<file path="src/rtl/islip_voq_sched.sv">
// islip_voq_sched
//   Request/consume-side controller for the crossbar iSLIP arbiter.
//   It keeps one packet counter per (input, output) virtual output queue.
//   Each round it snapshots the live request matrix and offers it to the
//   arbiter. It then sanitises the returned grant and launches one transfer
//   per granted input. The next round starts only after every launched
//   transfer has reported done.
//
// Ports
//   clk, rst       clock, synchronous active-high reset
//   voq_enq        per-pair enqueue pulse, bit i*PORTS+o = input i -> output o
//   tx_rdy         per-output readiness; gates the live request
//   arb_valid_out  request matrix offered (REQ state)
//   arb_ready_in   arbiter took the request
//   req_vect       latched request matrix, row i = bits i*PORTS +: PORTS
//   arb_valid_in   grant matrix offered by arbiter
//   arb_ready_out  controller can take a grant (WAIT state)
//   grant_vect     grant matrix from arbiter, row per input
//   xfer_start     one-cycle launch pulse per granted input (ISSUE state)
//   xfer_sel       field i = output index for input i's transfer
//   xfer_done      per-input transfer-finished pulse
//   busy           controller is not idle
//   voq_ovf        sticky: enqueue into a saturated counter
//   grant_err      sticky: malformed grant row or grant outside the request
//   state_dbg      current FSM state, for observation only
//
// Handshake rule (both directions): a transfer happens on a rising clk edge
// where valid and ready are both high. The request side holds valid and
// req_vect stable until that edge. The grant side holds ready high for the
// whole WAIT state and captures on the first cycle valid is seen.
module islip_voq_sched #(
  parameter int PORTS     = 4,
  parameter int PORTS_L2  = $clog2(PORTS),
  parameter int CNT_WIDTH = 8
) (
  input  logic                        clk,
  input  logic                        rst,
  input  logic [PORTS*PORTS-1:0]      voq_enq,
  input  logic [PORTS-1:0]            tx_rdy,
  output logic                        arb_valid_out,
  input  logic                        arb_ready_in,
  output logic [PORTS*PORTS-1:0]      req_vect,
  input  logic                        arb_valid_in,
  output logic                        arb_ready_out,
  input  logic [PORTS*PORTS-1:0]      grant_vect,
  output logic [PORTS-1:0]            xfer_start,
  output logic [PORTS*PORTS_L2-1:0]   xfer_sel,
  input  logic [PORTS-1:0]            xfer_done,
  output logic                        busy,
  output logic                        voq_ovf,
  output logic                        grant_err,
  output logic [2:0]                  state_dbg
);

  localparam int N = PORTS * PORTS;
  localparam logic [CNT_WIDTH-1:0] CNT_MAX = '1;
  localparam logic [CNT_WIDTH-1:0] CNT_ONE = CNT_WIDTH'(1);

  typedef enum logic [2:0] {
    S_IDLE  = 3'd0,
    S_REQ   = 3'd1,
    S_WAIT  = 3'd2,
    S_ISSUE = 3'd3,
    S_XFER  = 3'd4
  } state_t;

  state_t state_q, state_d;

  logic [N-1:0][CNT_WIDTH-1:0] cnt;
  logic [N-1:0]                live_req;
  logic [N-1:0]                grant_q;
  logic [N-1:0]                grant_clean;
  logic [N-1:0]                dec_vec;
  logic                        grant_bad;
  logic [PORTS-1:0]            pending;
  logic [PORTS-1:0]            pending_left;
  logic [PORTS-1:0]            row_any;
  logic [PORTS*PORTS_L2-1:0]   sel_d;
  logic [PORTS-1:0]            row_raw, row_req, row_m, row_low;

  // Live request: queue non-empty and its output able to accept.
  always_comb begin
    live_req = '0;
    for (int i = 0; i < PORTS; i++) begin
      for (int o = 0; o < PORTS; o++) begin
        live_req[i*PORTS+o] = (cnt[i*PORTS+o] != '0) & tx_rdy[o];
      end
    end
  end

  // Grant sanitising: mask by the latched request, keep the lowest set bit
  // per row, flag any row that was not one-hot-or-zero or that granted an
  // unrequested pair, and encode the surviving bit as an output index.
  always_comb begin
    grant_clean = '0;
    grant_bad   = 1'b0;
    sel_d       = xfer_sel;
    row_raw     = '0;
    row_req     = '0;
    row_m       = '0;
    row_low     = '0;
    for (int i = 0; i < PORTS; i++) begin
      row_raw = grant_vect[i*PORTS +: PORTS];
      row_req = req_vect[i*PORTS +: PORTS];
      row_m   = row_raw & row_req;
      row_low = row_m & (~row_m + PORTS'(1));
      grant_clean[i*PORTS +: PORTS] = row_low;
      if ((row_raw & (row_raw - PORTS'(1))) != '0) grant_bad = 1'b1;
      if ((row_raw & ~row_req) != '0) grant_bad = 1'b1;
      for (int o = 0; o < PORTS; o++) begin
        if (row_low[o]) sel_d[i*PORTS_L2 +: PORTS_L2] = PORTS_L2'(o);
      end
    end
  end

  always_comb begin
    row_any = '0;
    for (int i = 0; i < PORTS; i++) begin
      row_any[i] = |grant_q[i*PORTS +: PORTS];
    end
  end

  assign dec_vec      = (state_q == S_ISSUE) ? grant_q : '0;
  // Done pulses in the same cycle as the last pending bit count, so XFER can
  // leave immediately instead of one cycle later.
  assign pending_left = pending & ~xfer_done;

  // Next-state logic
  always_comb begin
    state_d = state_q;
    case (state_q)
      S_IDLE:  if (|live_req) state_d = S_REQ;
      S_REQ:   if (arb_ready_in) state_d = S_WAIT;
      S_WAIT:  if (arb_valid_in) state_d = (|grant_clean) ? S_ISSUE : S_IDLE;
      S_ISSUE: state_d = S_XFER;
      S_XFER:  if (pending_left == '0) state_d = S_IDLE;
      default: state_d = S_IDLE;
    endcase
  end

  // Outputs decoded from registered state only
  assign arb_valid_out = (state_q == S_REQ);
  assign arb_ready_out = (state_q == S_WAIT);
  assign busy          = (state_q != S_IDLE);
  assign xfer_start    = (state_q == S_ISSUE) ? row_any : '0;
  assign state_dbg     = state_q;

  always_ff @(posedge clk) begin
    if (rst) begin
      state_q   <= S_IDLE;
      req_vect  <= '0;
      grant_q   <= '0;
      xfer_sel  <= '0;
      pending   <= '0;
      voq_ovf   <= 1'b0;
      grant_err <= 1'b0;
      cnt       <= '0;
    end else begin
      state_q <= state_d;
      case (state_q)
        S_IDLE: begin
          if (|live_req) req_vect <= live_req;
        end
        S_WAIT: begin
          if (arb_valid_in) begin
            grant_q  <= grant_clean;
            xfer_sel <= sel_d;
            if (grant_bad) grant_err <= 1'b1;
            if (grant_clean == '0) req_vect <= '0;
          end
        end
        S_ISSUE: begin
          pending <= row_any;
        end
        S_XFER: begin
          pending <= pending_left;
          if (pending_left == '0) req_vect <= '0;
        end
        default: ;
      endcase
      // Same-cycle enqueue and dequeue of one pair cancel out.
      for (int k = 0; k < N; k++) begin
        if (voq_enq[k] && !dec_vec[k]) begin
          if (cnt[k] == CNT_MAX) voq_ovf <= 1'b1;
          else                   cnt[k] <= cnt[k] + CNT_ONE;
        end else if (dec_vec[k] && !voq_enq[k] && (cnt[k] != '0)) begin
          cnt[k] <= cnt[k] - CNT_ONE;
        end
      end
    end
  end

endmodule

</file>
<file path="config.mk">
export PLATFORM = sky130hd
export DESIGN_NAME = islip_voq_sched
export DESIGN_NICKNAME = d
export VERILOG_FILES = /design/src/rtl/islip_voq_sched.sv
export SDC_FILE = /design/constraint.sdc
export NUM_CORES = 1
export LEC_CHECK = 0
export CAP_MARGIN = 15
export CORE_ASPECT_RATIO = 0.6
export CORE_MARGIN = 10
export CORE_UTILIZATION = 30
export DETAILED_ROUTE_END_ITERATION = 6
export PLACE_DENSITY = 0.47
export RECOVER_POWER = 25
export SLEW_MARGIN = 30
export SYNTH_ARGS = -nofsm -noshare
export SYNTH_HDL_FRONTEND = slang
export SYNTH_SLANG_ARGS = --single-unit
</file>
<file path="constraint.sdc">
create_clock -name clk -period 5.5 [get_ports clk]
set_input_delay 1.375 -clock clk [delete_from_list [all_inputs] [get_ports clk]]
set_output_delay 1.375 -clock clk [all_outputs]
set_load 0.03 [all_outputs]
</file>
==> results.cfg <==
[outcome]
status = complete, but fails checks
violations = max-capacitance violations, max-slew violations

[detailed_routing]
detail_route.first_pass.iterations = 5
viasPerCell = 5.09
vias = 10400
ant_nets = 0
post_drt_wl_per_cell_um = 16.6
drcViolationCount = 0
drt_iter0_drc = 621
wirelength_um = 33900

[synth]
ys_async_sr_fraction_pct = 0
ys.warnings.count = 0
synth.top_cell.area_share_pct = 29.8
synthDistinctLibCells = 59
synth-edff-count = 0
avgSynthCellArea_um2 = 8.26
synth-main-ff-cell = dfxtp_1
synth_area_mm2 = 0.0119
synth.ff_latch_count = 177
synth_nets = 1596
yosysTopAreaCell = dfxtp_1
ys_seq_area_share_pct = 29.8
netlist_top_cells_area = dfxtp_1, ha_1, nor2_1, xnor2_1, mux2i_1
syn_inst = 1440

[worst_setup_path]
reg2reg_depth = 10
required_ns = 5.78
critPathMaxFanout = 98
cp.arrival_ns = 4.30
end_kind = flip-flop
crit_start = rst
crit_end = cnt[6]
worstSetupStartpointType = input port
worst_r2r_startpoint = state_dbg[0]
crit_type = input port to flip-flop
rrSetupSlack_ns = 1.86
rr_endpoint = cnt[79]

[finish]
multi_input_area_mm2 = 0.00790
drive_gt1_share_pct = 5.00
layout.cells.non_filler = 2047
mostFrequentLayoutCells = nor2_1, dfxtp_1, a21oi_1
syn2layout_area_growth_pct = 17.0
final_nets = 1664
fill_cells = 4080
final_common_cell = nor2_1
seq_area_mm2 = 0.00354

[pwr]
power.share.clock_pct = 27.1
powerDensity_mw_per_mm2 = 353
seq_power_share_pct = 35.5
peakVddDrop_uv = 225
power.leakage_nw = 5.44
combPwrFrac_pct = 37.3
p_int_mw = 3.06
switching_share_pct = 37.7
p_switching_mw = 1.85
finalPower_mw = 4.91

[timing]
max_freq_ghz = 0.248
fin_skew_ns = 0.0101
setup_violations = 0
grt_setup_unrepaired = false
final_hold_viol_count = 0
holdWs_ns = 0.470
finalWorstSetupSlack_ns = 1.47
period_minus_slack_ns = 4.03
slew_headroom_pct = -45.5
worst_pin_slew_ns = 2.18
maxSlewViolCount = 98
period_share_pct = 73.2
tns_ns = 0

[global_routing]
grt_usage_pct = 14.0
grt_pass1_wl_um = 55200
antenna_found_initial = 3
grt_pass1_vias = 9849
grt_max_degree = 99
globalRoute.totalOverflow = 0

[clock_tree]
ctsResizeCount = 0
cts.sinks = 177
h-tree-depth = 4
cts_setup_buffers = 0
cts-root-buf = clkbuf_16
cts_buffers = 17
clock_latency_ns = 0.45
clock_path_buffers = 2
clkTransAtPathRegs_ns = 0.07
cts_tree = done
hold_buffers = 0

[floorplan]
ios = 80
die_area_mm2 = 0.0483
initial_core_util_pct = 30.4
rows = 56
die_x_um = 277
coreArea_mm2 = 0.0391
dieHeight_um = 174

[placed_design]
port_buffers = 79
placedCellCount = 2011
pre_cts_ws_ns = 1.56
gp_congestion = 0.805
dp_hpwl_um = 26100

[job]
maxCapViolations = 1

[min_path]
hp-class = flip-flop to flip-flop
## worst max-delay path: stages
cell,delay [ns]
clkbuf_2,1.47
clkbuf_1,1.02
nor2b_1,0.13
nand4b_1,0.15
o311ai_0,0.12
## flip-flops by register name (all words and copies together) (netlist names)
name / count
cnt: 128
grant_err: 1
grant_q: 16
pending: 4
req_vect: 16
state_dbg: 3
voq_ovf: 1
xfer_sel: 8
## worst min path at each step
stage	from	endpoint	slack, ns	cells after the start
finish	grant_q[1]	grant_q[1]	0.47	2
global route	grant_q[1]	grant_q[1]	0.51	2
CTS	grant_q[1]	grant_q[1]	0.48	2
detailed placement	grant_q[1]	grant_q[1]	0.47	2
global placement	grant_q[13]	grant_q[13]	0.46	2
floorplan	grant_q[11]	grant_q[11]	0.44	2
## synth_stat cells, types with 8 or more instances
cell and n:
nor2_1 227, dfxtp_1 177, a21oi_1 104, nand2_1 97, ha_1 96, xnor2_1 93, inv_1 69, mux2i_1 64
nand3_1 43, nand4_1 41, nor3_1 32, clkbuf_1 31, o211ai_1 31, or4_1 31, nand2b_1 27, a211oi_1 19
o41ai_1 18, buf_2 17, nand4b_1 17, o31ai_1 17, o32ai_1 17, fa_1 16, a31o_2 14, a21o_1 13
o21ai_0 13, o21bai_1 13, o221ai_1 13, nor2b_1 10, nor4_1 9, nand3b_1 8
## metrics by stage
| step | util (%) | cell area [um2] |
|---|---|---|
| after floorplan | - | 11900 |
| after global placement | 34.0 | 13300 |
| after detailed placement | 34.0 | 13300 |
| after CTS | 35.6 | 13900 |
| after global routing | 35.6 | 13900 |
| final | 35.6 | 13900 |
## final cells by class
class	count	share of cell area, %
clock inverters	14	1.35
flip-flops and latches	177	25.5
well taps	522	4.69
inverters	69	1.86
clock buffers	18	3.16
diodes	4	0.0719
repair buffers	98	6.68
multi-input cells	1145	56.7
## power by group through the flow
stage	Clock [mW]	Combinational (mW)	Sequential (mW)
after floorplan	0	1.29	1.78
after global placement	0	1.82	1.77
after detailed placement	0	1.83	1.77
after CTS	1.39	1.85	1.74
after global routing	1.43	2.06	1.78
final	1.33	1.83	1.75
## kinds of logic after synthesis
kind of cell | share of synthesized area [%]
mux | 5.39
simple gates | 23.1
buf+inv | 3.97
compound gates | 18.1
fa+ha+maj | 12.9
flops | 29.8
xor+xnor | 6.85
## layer usage
layer	vias to the layer above	GRT usage [%]	part of all wire, %	wire length (um)
li1	5412	-	-	-
met1	4842	19.7	52	17800
met2	141	21.4	43	14600
met3	24	2.32	3.1	1050
met4	0	4.11	1.4	463
met5	-	0	0	0
Power figures use the tool's default switching activity.
